--- src/rtl/adc_pkg.sv ---
// rtl/adc_pkg.sv - shared widths, config word layout and channel map for the ADC responder
package adc_pkg;

    localparam int CFG_W  = 6;
    localparam int DATA_W = 12;
    localparam int NUM_CH = 8;

    // Config word as shifted in by the initiator, MSB first: {S/D, O/S, S1, S0, UNI, SLP}
    typedef struct packed {
        logic sd;
        logic os;
        logic s1;
        logic s0;
        logic uni;
        logic slp;
    } cfg_t;

    // Single-ended, channel 0, unipolar, awake
    localparam cfg_t CFG_RESET = 6'b100010;

    // Unipolar-to-two's-complement conversion flips the MSB
    localparam logic [DATA_W-1:0] BIPOLAR_FLIP = 12'h800;

    // Frame progress seen from the serial side
    typedef enum logic [1:0] {
        FR_IDLE  = 2'd0,
        FR_SHIFT = 2'd1,
        FR_TAIL  = 2'd2
    } frame_state_t;

    // {O/S,S1,S0} -> channel: even channels when O/S=0, odd when O/S=1,
    // which is a one-bit rotate of the select field
    function automatic logic [2:0] chan_of(input logic [2:0] sel);
        return {sel[1:0], sel[2]};
    endfunction

endpackage

--- src/rtl/sync_edge_det.sv ---
// rtl/sync_edge_det.sv - multi-flop synchronizer with one-cycle rise/fall pulses
module sync_edge_det #(
    parameter int   STAGES    = 2,
    parameter logic RESET_VAL = 1'b0
) (
    input  logic iCLK,
    input  logic iRST,
    input  logic d,
    output logic rise,
    output logic fall
);

    logic [STAGES-1:0] sync_q;
    logic              prev_q;

    // Synchronizer chain plus one history flop for edge detection
    always_ff @(posedge iCLK) begin
        if (iRST) begin
            sync_q <= {STAGES{RESET_VAL}};
            prev_q <= RESET_VAL;
        end else begin
            sync_q[0] <= d;
            for (int i = 1; i < STAGES; i++) begin
                sync_q[i] <= sync_q[i-1];
            end
            prev_q <= sync_q[STAGES-1];
        end
    end

    assign rise = sync_q[STAGES-1] & ~prev_q;
    assign fall = ~sync_q[STAGES-1] & prev_q;

endmodule

--- src/rtl/adc_responder.sv ---
// rtl/adc_responder.sv - SPI-style 8-channel ADC model: config in, 12-bit sample out
module adc_responder
    import adc_pkg::*;
#(
    parameter int CONV_CYCLES = 80,
    parameter int SYNC_STAGES = 2
) (
    input  logic                     iCLK,
    input  logic                     iRST,
    input  logic                     iCS,
    input  logic                     iSCLK,
    input  logic                     iDIN,
    output logic                     oDOUT,
    input  logic [DATA_W*NUM_CH-1:0] iCH_DATA,
    output logic                     oBUSY,
    output logic                     oFRAME_DONE,
    output logic [CFG_W-1:0]         oCFG,
    output logic                     oERR
);

    localparam int         CNT_W    = $clog2(CONV_CYCLES + 1);
    localparam logic [3:0] LAST_BIT = 4'(DATA_W - 1);
    localparam logic [2:0] CFG_FULL = 3'(CFG_W);

    logic cs_rise, cs_fall, sclk_rise, sclk_fall;
    logic [SYNC_STAGES-1:0] din_sync;
    logic din_s;

    frame_state_t state, state_n;
    logic shift_bit;
    logic in_frame, cs_low, fall_valid, rise_valid;

    cfg_t              active_cfg, pend_cfg, eff_cfg;
    logic [2:0]        cfg_cnt;
    logic [2:0]        ch_sel;
    logic [DATA_W-1:0] raw, conv_sample, sample;
    logic [3:0]        bit_idx, bit_idx_m1;
    logic              dout_q, zero_frame, frame_done, err;
    logic [CNT_W-1:0]  conv_cnt;

    sync_edge_det #(.STAGES(SYNC_STAGES), .RESET_VAL(1'b1)) u_cs_sync (
        .iCLK (iCLK),
        .iRST (iRST),
        .d    (iCS),
        .rise (cs_rise),
        .fall (cs_fall)
    );

    sync_edge_det #(.STAGES(SYNC_STAGES), .RESET_VAL(1'b0)) u_sclk_sync (
        .iCLK (iCLK),
        .iRST (iRST),
        .d    (iSCLK),
        .rise (sclk_rise),
        .fall (sclk_fall)
    );

    // DIN only needs to line up with the SCLK edges, so it gets the same depth
    always_ff @(posedge iCLK) begin
        if (iRST) begin
            din_sync <= '0;
        end else begin
            din_sync[0] <= iDIN;
            for (int i = 1; i < SYNC_STAGES; i++) begin
                din_sync[i] <= din_sync[i-1];
            end
        end
    end

    assign din_s = din_sync[SYNC_STAGES-1];

    // The frame state doubles as the synchronized chip-select level;
    // the edge pulses cover the single cycle before the state catches up
    assign in_frame   = (state != FR_IDLE);
    assign cs_low     = (in_frame & ~cs_rise) | cs_fall;
    assign fall_valid = sclk_fall & cs_low;
    assign rise_valid = sclk_rise & cs_low;
    assign bit_idx_m1 = bit_idx - 4'd1;

    // Frame state register
    always_ff @(posedge iCLK) begin
        if (iRST) begin
            state <= FR_IDLE;
        end else begin
            state <= state_n;
        end
    end

    // Frame sequencing: start on CS fall, walk 12 bits on SCLK falls, rest until CS rise
    always_comb begin
        state_n   = state;
        shift_bit = 1'b0;
        if (cs_fall) begin
            state_n = FR_SHIFT;
        end else if (cs_rise) begin
            state_n = FR_IDLE;
        end else if (state == FR_SHIFT && sclk_fall) begin
            if (bit_idx == '0) begin
                state_n = FR_TAIL;
            end else begin
                shift_bit = 1'b1;
            end
        end
    end

    // Conversion result for a start right now, with a complete pending config taking effect first
    always_comb begin
        eff_cfg = (cfg_cnt >= CFG_FULL) ? pend_cfg : active_cfg;
        ch_sel  = chan_of({eff_cfg.os, eff_cfg.s1, eff_cfg.s0});
        raw     = iCH_DATA[ch_sel*DATA_W +: DATA_W];
        if (!eff_cfg.sd || eff_cfg.slp) begin
            conv_sample = '0;
        end else if (eff_cfg.uni) begin
            conv_sample = raw;
        end else begin
            conv_sample = raw ^ BIPOLAR_FLIP;
        end
    end

    // Serial shift-out, config capture, conversion timer and status pulses
    always_ff @(posedge iCLK) begin
        if (iRST) begin
            active_cfg <= CFG_RESET;
            pend_cfg   <= CFG_RESET;
            cfg_cnt    <= '0;
            sample     <= '0;
            bit_idx    <= LAST_BIT;
            dout_q     <= 1'b0;
            zero_frame <= 1'b0;
            conv_cnt   <= '0;
            frame_done <= 1'b0;
            err        <= 1'b0;
        end else begin
            frame_done <= cs_rise;
            err        <= ((sclk_rise | sclk_fall) & ~cs_low) | (cs_fall & oBUSY);

            if (cs_fall) begin
                // A frame opened during a conversion has no valid data to offer
                bit_idx    <= LAST_BIT;
                cfg_cnt    <= '0;
                zero_frame <= oBUSY;
                dout_q     <= ~oBUSY & sample[LAST_BIT];
            end else if (fall_valid) begin
                if (shift_bit) begin
                    bit_idx <= bit_idx_m1;
                    dout_q  <= ~zero_frame & sample[bit_idx_m1];
                end else begin
                    dout_q  <= 1'b0;
                end
            end

            if (rise_valid && cfg_cnt < CFG_FULL) begin
                pend_cfg <= {pend_cfg[CFG_W-2:0], din_s};
                cfg_cnt  <= cfg_cnt + 3'd1;
            end

            if (cs_rise) begin
                active_cfg <= eff_cfg;
                sample     <= conv_sample;
                conv_cnt   <= CNT_W'(CONV_CYCLES);
                dout_q     <= 1'b0;
            end else if (conv_cnt != '0) begin
                conv_cnt <= conv_cnt - CNT_W'(1);
            end
        end
    end

    assign oDOUT       = dout_q & cs_low;
    assign oBUSY       = (conv_cnt != '0);
    assign oFRAME_DONE = frame_done;
    assign oCFG        = active_cfg;
    assign oERR        = err;

endmodule

--- config.mk ---
export PLATFORM = sky130hd
export DESIGN_NAME = adc_responder
export DESIGN_NICKNAME = d
export VERILOG_FILES = /design/src/rtl/adc_pkg.sv /design/src/rtl/sync_edge_det.sv /design/src/rtl/adc_responder.sv
export SDC_FILE = /design/constraint.sdc
export NUM_CORES = 1
export LEC_CHECK = 0
export BUFFER_PORTS_ARGS = -buffer_cell sky130_fd_sc_hd__buf_2
export CAP_MARGIN = 25
export CELL_PAD_IN_SITES_DETAIL_PLACEMENT = 0
export CELL_PAD_IN_SITES_GLOBAL_PLACEMENT = 1
export CORE_ASPECT_RATIO = 1.75
export CORE_UTILIZATION = 42
export CTS_BUF_LIST = sky130_fd_sc_hd__clkbuf_4 sky130_fd_sc_hd__clkbuf_8
export DETAILED_ROUTE_END_ITERATION = 8
export PLACE_DENSITY = 0.95
export SETUP_SLACK_MARGIN = 0.4
export SYNTH_ARGS = -nofsm -noshare
export SYNTH_HDL_FRONTEND = slang
export SYNTH_SLANG_ARGS = --single-unit
export TNS_END_PERCENT = 5
--- constraint.sdc ---
create_clock -name iCLK -period 4.93 [get_ports iCLK]
set_clock_uncertainty 0.15 [all_clocks]
set_input_delay 0.7395 -clock iCLK [delete_from_list [all_inputs] [get_ports iCLK]]
set_output_delay 0.7395 -clock iCLK [all_outputs]
set_load 0.02 [all_outputs]
# [Word-level counts from Yosys, hierarchy flattened]
# Index checks and enable logic that the tools add are counted.
[word_totals] latch_bits=0 elab_cells=99 mem_bits_ro=0 register_bits=52 ramBits=0 memories=0
[classes] reduce_logical=18 eq_ne=1 n_mul=1 addsub=3 magnitude_cmp=3 n_bitwise=24 n_div=0 mux=20 shifts=1
[op_table] cell="96-bit by 8-bit indexed part select with 12-bit output" count=1
[op_table] cell="12-bit two-way mux" count=2
[op_table] cell="7-bit two-way mux" count=2
[op_table] cell="1-bit bitwise AND" count=12
[op_table] cell="1-bit two-way mux" count=12
[op_table] cell="1-bit NOT" count=9
[op_table] cell="2-bit nonzero test" count=4
[op_table] cell="7-bit nonzero test" count=1
[op_table] cell="7-bit by 1-bit subtractor with 7-bit output, second input constant" count=1
[op_table] cell="3-bit two-way mux" count=2
[op_table] cell="6-bit two-way mux" count=1
[op_table] cell="2-bit AND reduction" count=3
[op_table] cell="3-bit nonzero test" count=2
[op_table] cell="4-bit by 5-bit less-than comparator with 1-bit output, second input constant" count=1
[op_table] cell="3-bit by 2-bit multiplier with 5-bit output, second input constant" count=1
[op_table] cell="1-bit binary-select mux with 4-bit select" count=1
[op_table] cell="4-bit zero test" count=1
[op_table] cell="2-bit OR reduction" count=2
[op_table] cell="4-bit by 1-bit subtractor with 4-bit output, second input constant" count=1
[op_table] cell="3-bit by 1-bit adder with 3-bit output, second input constant" count=1
[op_table] cell="3-bit greater-or-equal comparator, second input constant" count=1
[op_table] cell="3-bit less-than comparator, second input constant" count=1
[op_table] cell="1-bit bitwise OR" count=3
[op_table] cell="3-bit OR reduction" count=1
[op_table] cell="4 further kinds" count=5

# [Logic depth before layout (Yosys ltp)]
# Gate-level depths: netlist (run 1).
[logic_depth] depth_word=9 mapped_depth=9

# [Modules after synthesis]
# A second synthesis (run 1) with hierarchy kept.
[unflattened] hier_cells=366 area_unflattened_um2=3343.2
[by_module_without_submodules] module="adc_responder" cells_each=350 instances=1 area_per_inst_um2=3159.3
[by_module_without_submodules] module="sync_edge_det at u_cs_sync" cells_each=8 instances=1 area_per_inst_um2=92.6
[by_module_without_submodules] module="sync_edge_det at u_sclk_sync" cells_each=8 instances=1 area_per_inst_um2=91.3

# [Worst setup path after synthesis (run 1)]
# Ideal clock, no wire load.
[synth_timing] kind="register to output" start="register conv_cnt[0]" end="output oBUSY" arrival_time_ps=1580 slack_ps=2461 path_stages_with_launch=6 required_ps=4041 cell_sequence="dfxtp_1 > inv_1 > ha_1 > or3b_2 > nor4_4 > inv_1"
[synth_between] elab_chain_cells=1
[synth_rtl] item="start, declared" line="adc_responder.sv:39" rtl="logic [CNT_W-1:0] conv_cnt;"
[synth_rtl] item="start signal, assigned" line="adc_responder.sv:159" rtl="conv_cnt <= CNT_W'(CONV_CYCLES);"
[synth_rtl] item="start signal, assigned" line="adc_responder.sv:162" rtl="conv_cnt <= conv_cnt - CNT_W'(1);"
[synth_rtl] item="7-bit nonzero test" line="adc_responder.sv:168" rtl="assign oBUSY = (conv_cnt != '0);"
[synth_rtl] item="end, declared" line="adc_responder.sv:15" rtl="output logic oBUSY,"
# Every way passes these cells.

# [Worst setup path in the final report (run 1)]
[layout_timing] start="register cfg_cnt[0]" end="register sample[3]"
[layout_between] elab_chain_cells=6 word_cells_on_any_way=8
[layout_rtl] item="start, declared" line="adc_responder.sv:34" rtl="logic [2:0] cfg_cnt;"
[layout_rtl] item="start signal, assigned" line="adc_responder.sv:153" rtl="cfg_cnt <= cfg_cnt + 3'd1;"
[layout_rtl] item="3-bit greater-or-equal comparator *" line="adc_responder.sv:107" rtl="eff_cfg = (cfg_cnt >= CFG_FULL) ? pend_cfg : active_cfg;"
[layout_rtl] item="6-bit two-way mux *" line="adc_responder.sv:107"
[layout_rtl] item="3-bit by 2-bit multiplier with 5-bit output" line="adc_responder.sv:109" rtl="raw = iCH_DATA[ch_sel*DATA_W +: DATA_W];"
[layout_rtl] item="96-bit by 8-bit indexed part select with 12-bit output" line="adc_responder.sv:109"
[layout_rtl] item="12-bit two-way mux" line="adc_responder.sv:112" rtl="end else if (eff_cfg.uni) begin"
[layout_rtl] item="12-bit two-way mux *" line="adc_responder.sv:110" rtl="if (!eff_cfg.sd || eff_cfg.slp) begin"
[layout_rtl] item="end signal, assigned" line="adc_responder.sv:158" rtl="sample <= conv_sample;"
[layout_rtl] item="end, declared" line="adc_responder.sv:36" rtl="logic [DATA_W-1:0] raw, conv_sample, sample;"
# Mark *: on every way between the ends. The rest lies on a longest branch, timed or not.
# A chain may end at the register's enable or synchronous reset.

==> flow_summary.yaml, run 1 <==
run_status:
  outcome: "complete, no violations"
logic_synthesis:
  syn_avg_cell_area_um2: 9.199
  async_reset_ff_frac: 0
  yosysTopAreaCell: "dfxtp_1"
  yosysSeqAreaShare: 0.3092
  synth_top_family_by_area: "multiplexers"
  synth-seq-cells: 52
  syn_area_um2: 3367
  synth-edff-count: 0
  synth_cell_types: 49
  synth.area.top_cells: "dfxtp_1 (31%), mux2i_1 (14%), a211oi_1 (8.9%), mux4_2 (3.3%), a221o_1 (3.3%)"
  synthCells: 366
  synth-simple-area-share: 0.1531
  synth_adder_area_share: 0.02973
  synth_mux_area_frac: 0.2204
  synth-xor-area-share: 0.02081
  syn_nets: 475
  synth_compound_area_frac: 0.2126
  yosysWarningCount: 0
  yosysMostFrequentCell: "dfxtp_1"
  synthTopCellsByCount: "dfxtp_1 (52), mux2i_1 (46), a211oi_1 (40), nor2_1 (25)"
  ys.flop_type: "dfxtp_1"
  synth_top_area_frac: 0.3092
route:
  viasPerCell: 5.565
  ant_nets: 0
  drtIter0Drc: 95
  drt-total-wl_um: 8164
  drc_errors: 0
  dr.pass1.iters: 4
  wl_per_cell_um: 14.87
  num_vias: 3055
worst_setup_path:
  crit_chain: "inv_1 -> ha_1 -> o21ai_4 -> mux2i_4 -> buf_4 -> mux2_1 -> a211oi_1 -> o21ai_1"
  path_delay_family: "compound AO/OA/AOI/OAI gates"
  cp-end-kind: "flip-flop"
  required_ps: 4980
  crit_path_start_kind: "flip-flop"
  worstPathMaxFanout: 30
  cp.arrival_ps: 3320
  cp_slowest_stage_delay_ps: 620
  path_class: "flip-flop to flip-flop"
  cpMaxStageDelayCell: "o21ai_4"
  crit_buf_inv: 2
  r2r_slack_ps: 1660
floorplanning:
  start_util: 0.4388
  rows: 42
  die_x_um: 69.68
  coreArea_um2: 7672
  dieHeight_um: 120.4
  io-pin-count: 111
  die-area_um2: 8393
worst_hold_path:
  worstHoldPathType: "flip-flop to flip-flop"
job:
  cap_violations: 0
timing:
  finalSetupViolCount: 0
  worst_slew_pin_slew_ps: 958.3
  tns_ps: 0
  fin_crit_sh: 0.6624
  period_minus_slack_ps: 3265
  rsz0062_at_grt: "no"
  clock.fmax_mhz: 306.2
  hold_violations: 0
  hold_slack_ps: 272.0
  maxSlewHeadroom: 0.3603
  final-max-slew-violation-count: 0
grt:
  grt_pass1_wl_um: 13430
  grt_max_degree: 36
  antenna_found_initial: 0
  grt_overflow_total: 0
  grt_pass1_vias: 2906
  grtUsageTotal: 0.1976
cells_and_area:
  fillCellCount: 747
  design_area_um2: 4015
  syn_to_final_growth_pct: 19.25
  antenna_cells: 0
  fin_nets: 569
  drive_above_1_share: 0.3167
power:
  clkPwrFrac: 0.246
  power.switching_uw: 326.3
  leakage_nw: 1.843
  power_mw: 1.016
  pwr-share-seq: 0.474
  combPwrFrac: 0.281
  switching_share: 0.3211
  power_density_nw_per_um2: 253.1
  ir_drop_uv: 118.7
  p_int_uw: 689.8
clock_tree:
  cts_resized: 0
  cts_setup_buffers: 0
  clk_pin_slew_worst_paths_ps: 100
  cts_buffer_depth: 2
  root_buffer: "clkbuf_8"
  cts_tree: "yes"
  ctsHoldBuffers: 0
  cts_made_buffers: 5
  cts_sinks: 52
  clock_latency_ps: 310
  htree_levels: 2
place:
  dp_hpwl_um: 6405
  port_buffers: 110
  routabilityCongestion: 0.8188
  dpl_cell_area_um2: 3924
-- per-layer routing --
metal | wire [µm] | vias to the layer above | track usage | part of all wire
li1 | - | 1552 | - | -
met1 | 3437 | 1406 | 0.2391 | 0.42
met2 | 4248 | 74 | 0.3483 | 0.52
met3 | 189 | 23 | 0.01833 | 0.023
met4 | 289 | 0 | 0.09500 | 0.035
met5 | 0 | - | 0 | 0
-- metrics by stage --
stage	std cells	setup WS, ps	utilization
4_1_cts	549	1635	0.5233
5_1_grt	549	1417	0.5233
3_5_place_dp	541	1648	0.5114
6_report	549	1665	0.5233
3_3_place_gp	541	1768	0.5114
2_1_floorplan	366	2461	-
-- worst register-to-register path, delay by kind of cell (launching register included) --
| kind | cells | cell delay, ps |
|---|---|---|
| buffers and inverters | 2 | 520 |
| flip-flops | 1 | 350 |
| adder cells (fa/ha/maj) | 1 | 250 |
| AO/OA/AOI/OAI | 3 | 990 |
| multiplexers | 2 | 890 |
-- state kept, by name (all words and copies together) (netlist names), 2 cells and up --
name	cells
bit_idx	4
cfg_cnt	3
conv_cnt	7
din_sync	2
oCFG	6
pend_cfg	6
sample	12
state	2
u_cs_sync.sync_q	2
u_sclk_sync.sync_q	2
-- final cells by class --
| type | count | area, µm² | area share |
|---|---|---|---|
| multi-input cells | 274 | 2143 | 0.5338 |
| flip-flops and latches | 52 | 1041 | 0.2593 |
| repair buffers | 114 | 580.6 | 0.1446 |
| well taps | 88 | 110.1 | 0.02742 |
| clock buffers | 5 | 68.82 | 0.01714 |
| inverters | 13 | 48.80 | 0.01215 |
| clock inverters | 3 | 22.52 | 0.005609 |
-- power by group through the flow --
stage / Combinational, mW / Sequential (mW) / Clock, mW
finish: 0.285 / 0.481 / 0.250
global route: 0.323 / 0.485 / 0.273
CTS: 0.290 / 0.482 / 0.261
detailed placement: 0.288 / 0.492 / 0
global placement: 0.277 / 0.489 / 0
floorplan: 0.201 / 0.485 / 0
-- logic make-up after synthesis --
| group | after synthesis |
|---|---|
| compound gates | 98 |
| xor+xnor | 8 |
| fa+ha+maj | 8 |
| buf+inv | 40 |
| flops | 52 |
| mux | 65 |
| simple gates | 95 |
-- path summary, 6_finish.rpt --
| path | startpoint | to | cells past startpoint |
|---|---|---|---|
| setup / recovery | cfg_cnt[0]$_SDFFE_PP0P_ | sample[3]$_SDFFE_PP0P_ | 8 |
| hold reg to reg | u_cs_sync.sync_q[0]$_SDFF_PP1_ | u_cs_sync.sync_q[1]$_SDFF_PP1_ | 1 |
| setup reg to reg | cfg_cnt[0]$_SDFFE_PP0P_ | sample[3]$_SDFFE_PP0P_ | 8 |
| hold / removal | u_cs_sync.sync_q[0]$_SDFF_PP1_ | u_cs_sync.sync_q[1]$_SDFF_PP1_ | 1 |
-- layout by cell type, fill, tap and decap left out, types with 6 or more instances in the layout --
cell type	netlist	routed
o21ai_1	11	11
a221o_1	11	11
nor2b_1	17	17
a21oi_1	13	13
mux2_2	6	6
inv_1	13	13
ha_1	8	8
xnor2_1	6	6
nand2_1	18	18
a211oi_1	40	40
dfxtp_1	52	52
buf_2	5	110
mux2_1	7	7
nor3_1	7	7
nor2_1	25	25
mux2i_1	46	46
No activity file was read; power rests on OpenSTA's default activity.
==> run 2: changes to the inputs <==
--- a/config.mk
+++ b/config.mk
@@ -10,10 +10,10 @@
 export CELL_PAD_IN_SITES_DETAIL_PLACEMENT = 0
 export CELL_PAD_IN_SITES_GLOBAL_PLACEMENT = 1
 export CORE_ASPECT_RATIO = 1.75
-export CORE_UTILIZATION = 42
+export CORE_UTILIZATION = 39
 export CTS_BUF_LIST = sky130_fd_sc_hd__clkbuf_4 sky130_fd_sc_hd__clkbuf_8
 export DETAILED_ROUTE_END_ITERATION = 8
-export PLACE_DENSITY = 0.95
+export PLACE_DENSITY = 0.92
 export SETUP_SLACK_MARGIN = 0.4
 export SYNTH_ARGS = -nofsm -noshare
 export SYNTH_HDL_FRONTEND = slang
==> constraint.sdc (replaced) <==
create_clock -name iCLK -period 3.2 [get_ports iCLK]
set_clock_uncertainty 0.15 [all_clocks]
set_input_delay 0.48 -clock iCLK [delete_from_list [all_inputs] [get_ports iCLK]]
set_output_delay 0.48 -clock iCLK [all_outputs]
set_load 0.02 [all_outputs]
==> flow_summary.yaml, run 2 (synthesized netlist as in run 1, its figures left out) <==
cells_and_area:
  syn_to_final_growth_pct: 23.63
  regMostFlops: "sample"
  design_area_um2: 4163
  layout_commonest_cell: "buf_2"
  final_util: 0.5008
  largest_reg_flops: 12
  antenna_cells: 0
  drive_above_1_share: 0.3369
  fillCellCount: 785
  top_regs: "sample: 12 flops, conv_cnt: 7 flops"
  layout_common_cells: "buf_2 (110), dfxtp_1 (52), mux2i_1 (45)"
  fin_nets: 580
worst_setup_path:
  cp.arrival_ps: 2710
  crit_path_start_kind: "flip-flop"
  cp-end-kind: "flip-flop"
  path_class: "flip-flop to flip-flop"
  reg2reg_depth: 7
  r2r_slack_ps: 540
  rr_startpoint: "cfg_cnt[1]$_SDFFE_PP0P_"
  worstPathMaxFanout: 29
  rr_endpoint: "sample[10]$_SDFFE_PP0P_"
  required_ps: 3250
timing:
  period_minus_slack_ps: 2660
  hold_violations: 0
  maxSlewHeadroom: 0.4899
  fin_crit_sh: 0.8312
  hold_slack_ps: 197.5
  worst_slew_pin_slew_ps: 762.4
  clock.fmax_mhz: 376.0
  tns_ps: 0
  finalSetupViolCount: 0
  rsz0062_at_grt: "yes"
  final-max-slew-violation-count: 0
place:
  port_buffers: 110
  routabilityCongestion: 0.8060
  dp_hpwl_um: 6933
  dpl_cell_area_um2: 4023
worst_hold_path:
  min_path_cells: 2
  worstHoldPathType: "input pin to flip-flop"
  holdPathEnd: "u_cs_sync.sync_q[0]$_SDFF_PP1_"
  hp-start: "iCS"
route:
  wl_per_cell_um: 14.98
  drtIter0Drc: 148
  ant_nets: 0
  viasPerCell: 5.346
  drt-total-wl_um: 8792
  drc_errors: 0
  dr.pass1.iters: 4
  num_vias: 3138
floorplanning:
  io-pin-count: 111
  rows: 44
  die-area_um2: 9023
  start_util: 0.4050
  die_x_um: 72.24
  coreArea_um2: 8313
  dieHeight_um: 124.9
clock_tree:
  htree_levels: 2
  cts_made_buffers: 5
  cts_sinks: 52
  cts_tree: "yes"
  cts_buffer_depth: 2
  ctsHoldBuffers: 0
  root_buffer: "clkbuf_8"
  clock_latency_ps: 320
  clk_pin_slew_worst_paths_ps: 100
grt:
  grt_max_degree: 30
  grt_overflow_total: 0
  grt_pass1_vias: 3084
  grtUsageTotal: 0.2005
  antenna_found_initial: 0
  grtUsageMet2: 0.3573
  grt_pass1_wl_um: 14370
  use_met1: 0.2246
  met3_usage: 0.03236
  busiest_layer: "met2"
power:
  power_mw: 1.606
  ir_drop_uv: 182.1
  power_density_nw_per_um2: 385.8
  leakage_nw: 1.895
job:
  cap_violations: 0
run_status:
  outcome: "complete, no violations"
## run 2: worst max-delay path by stage
stage	to	slack, ps	cells after the start	startpoint
detailed placement	sample[10]$_SDFFE_PP0P_	460	7	cfg_cnt[1]$_SDFFE_PP0P_
global placement	sample[2]$_SDFFE_PP0P_	570	7	cfg_cnt[0]$_SDFFE_PP0P_
CTS	sample[10]$_SDFFE_PP0P_	450	7	cfg_cnt[1]$_SDFFE_PP0P_
floorplan	dout_q$_SDFFE_PP0P_	950	8	bit_idx[0]$_SDFFE_PP1P_
global route	sample[9]$_SDFFE_PP0P_	400	8	cfg_cnt[0]$_SDFFE_PP0P_
finish	sample[10]$_SDFFE_PP0P_	540	7	cfg_cnt[1]$_SDFFE_PP0P_
## run 2: report_power, final
part / internal, mW / switching (mW)
registers: 0.696 / 0.0419
clock network: 0.164 / 0.224
logic: 0.234 / 0.245
total: 1.09 / 0.511
## run 2: worst max-delay path, cell delays in order, from the launching register on
cell and delay [ps]:
dfxtp_1 410, ha_1 290, o21ai_4 190, buf_4 330
mux2i_2 430, and2_1 450, a221o_1 240, o21ai_1 60
## run 2: timing repair
action                                  4_1_cts  5_1_grt
buffers inserted                              1        3
pin swaps                                     1        0
endpoints found under the setup margin        1       11
resized for setup                             0        2
## run 2: layer usage
metal | share of wire | vias up | wire (µm)
li1 | - | 1566 | -
met1 | 0.39 | 1466 | 3412
met2 | 0.54 | 85 | 4777
met3 | 0.037 | 21 | 321
met4 | 0.032 | 0 | 280
met5 | 0 | - | 0
## run 2: final cells by class
cell class              instances  area, µm²  area share
multi-input cells             274       2148      0.5161
inverters                      13      48.80     0.01172
repair buffers                125      688.2      0.1653
flip-flops and latches         52       1041      0.2501
well taps                     115      143.9     0.03457
clock inverters                 2      16.27    0.003907
clock buffers                   6      76.32     0.01833
## run 2: metrics by stage
step,setup slack [ps],instances
2_1_floorplan,953.1,366
3_3_place_gp,570.7,575
3_5_place_dp,463.1,575
4_1_cts,450.9,584
5_1_grt,397.8,587
6_report,540.1,587
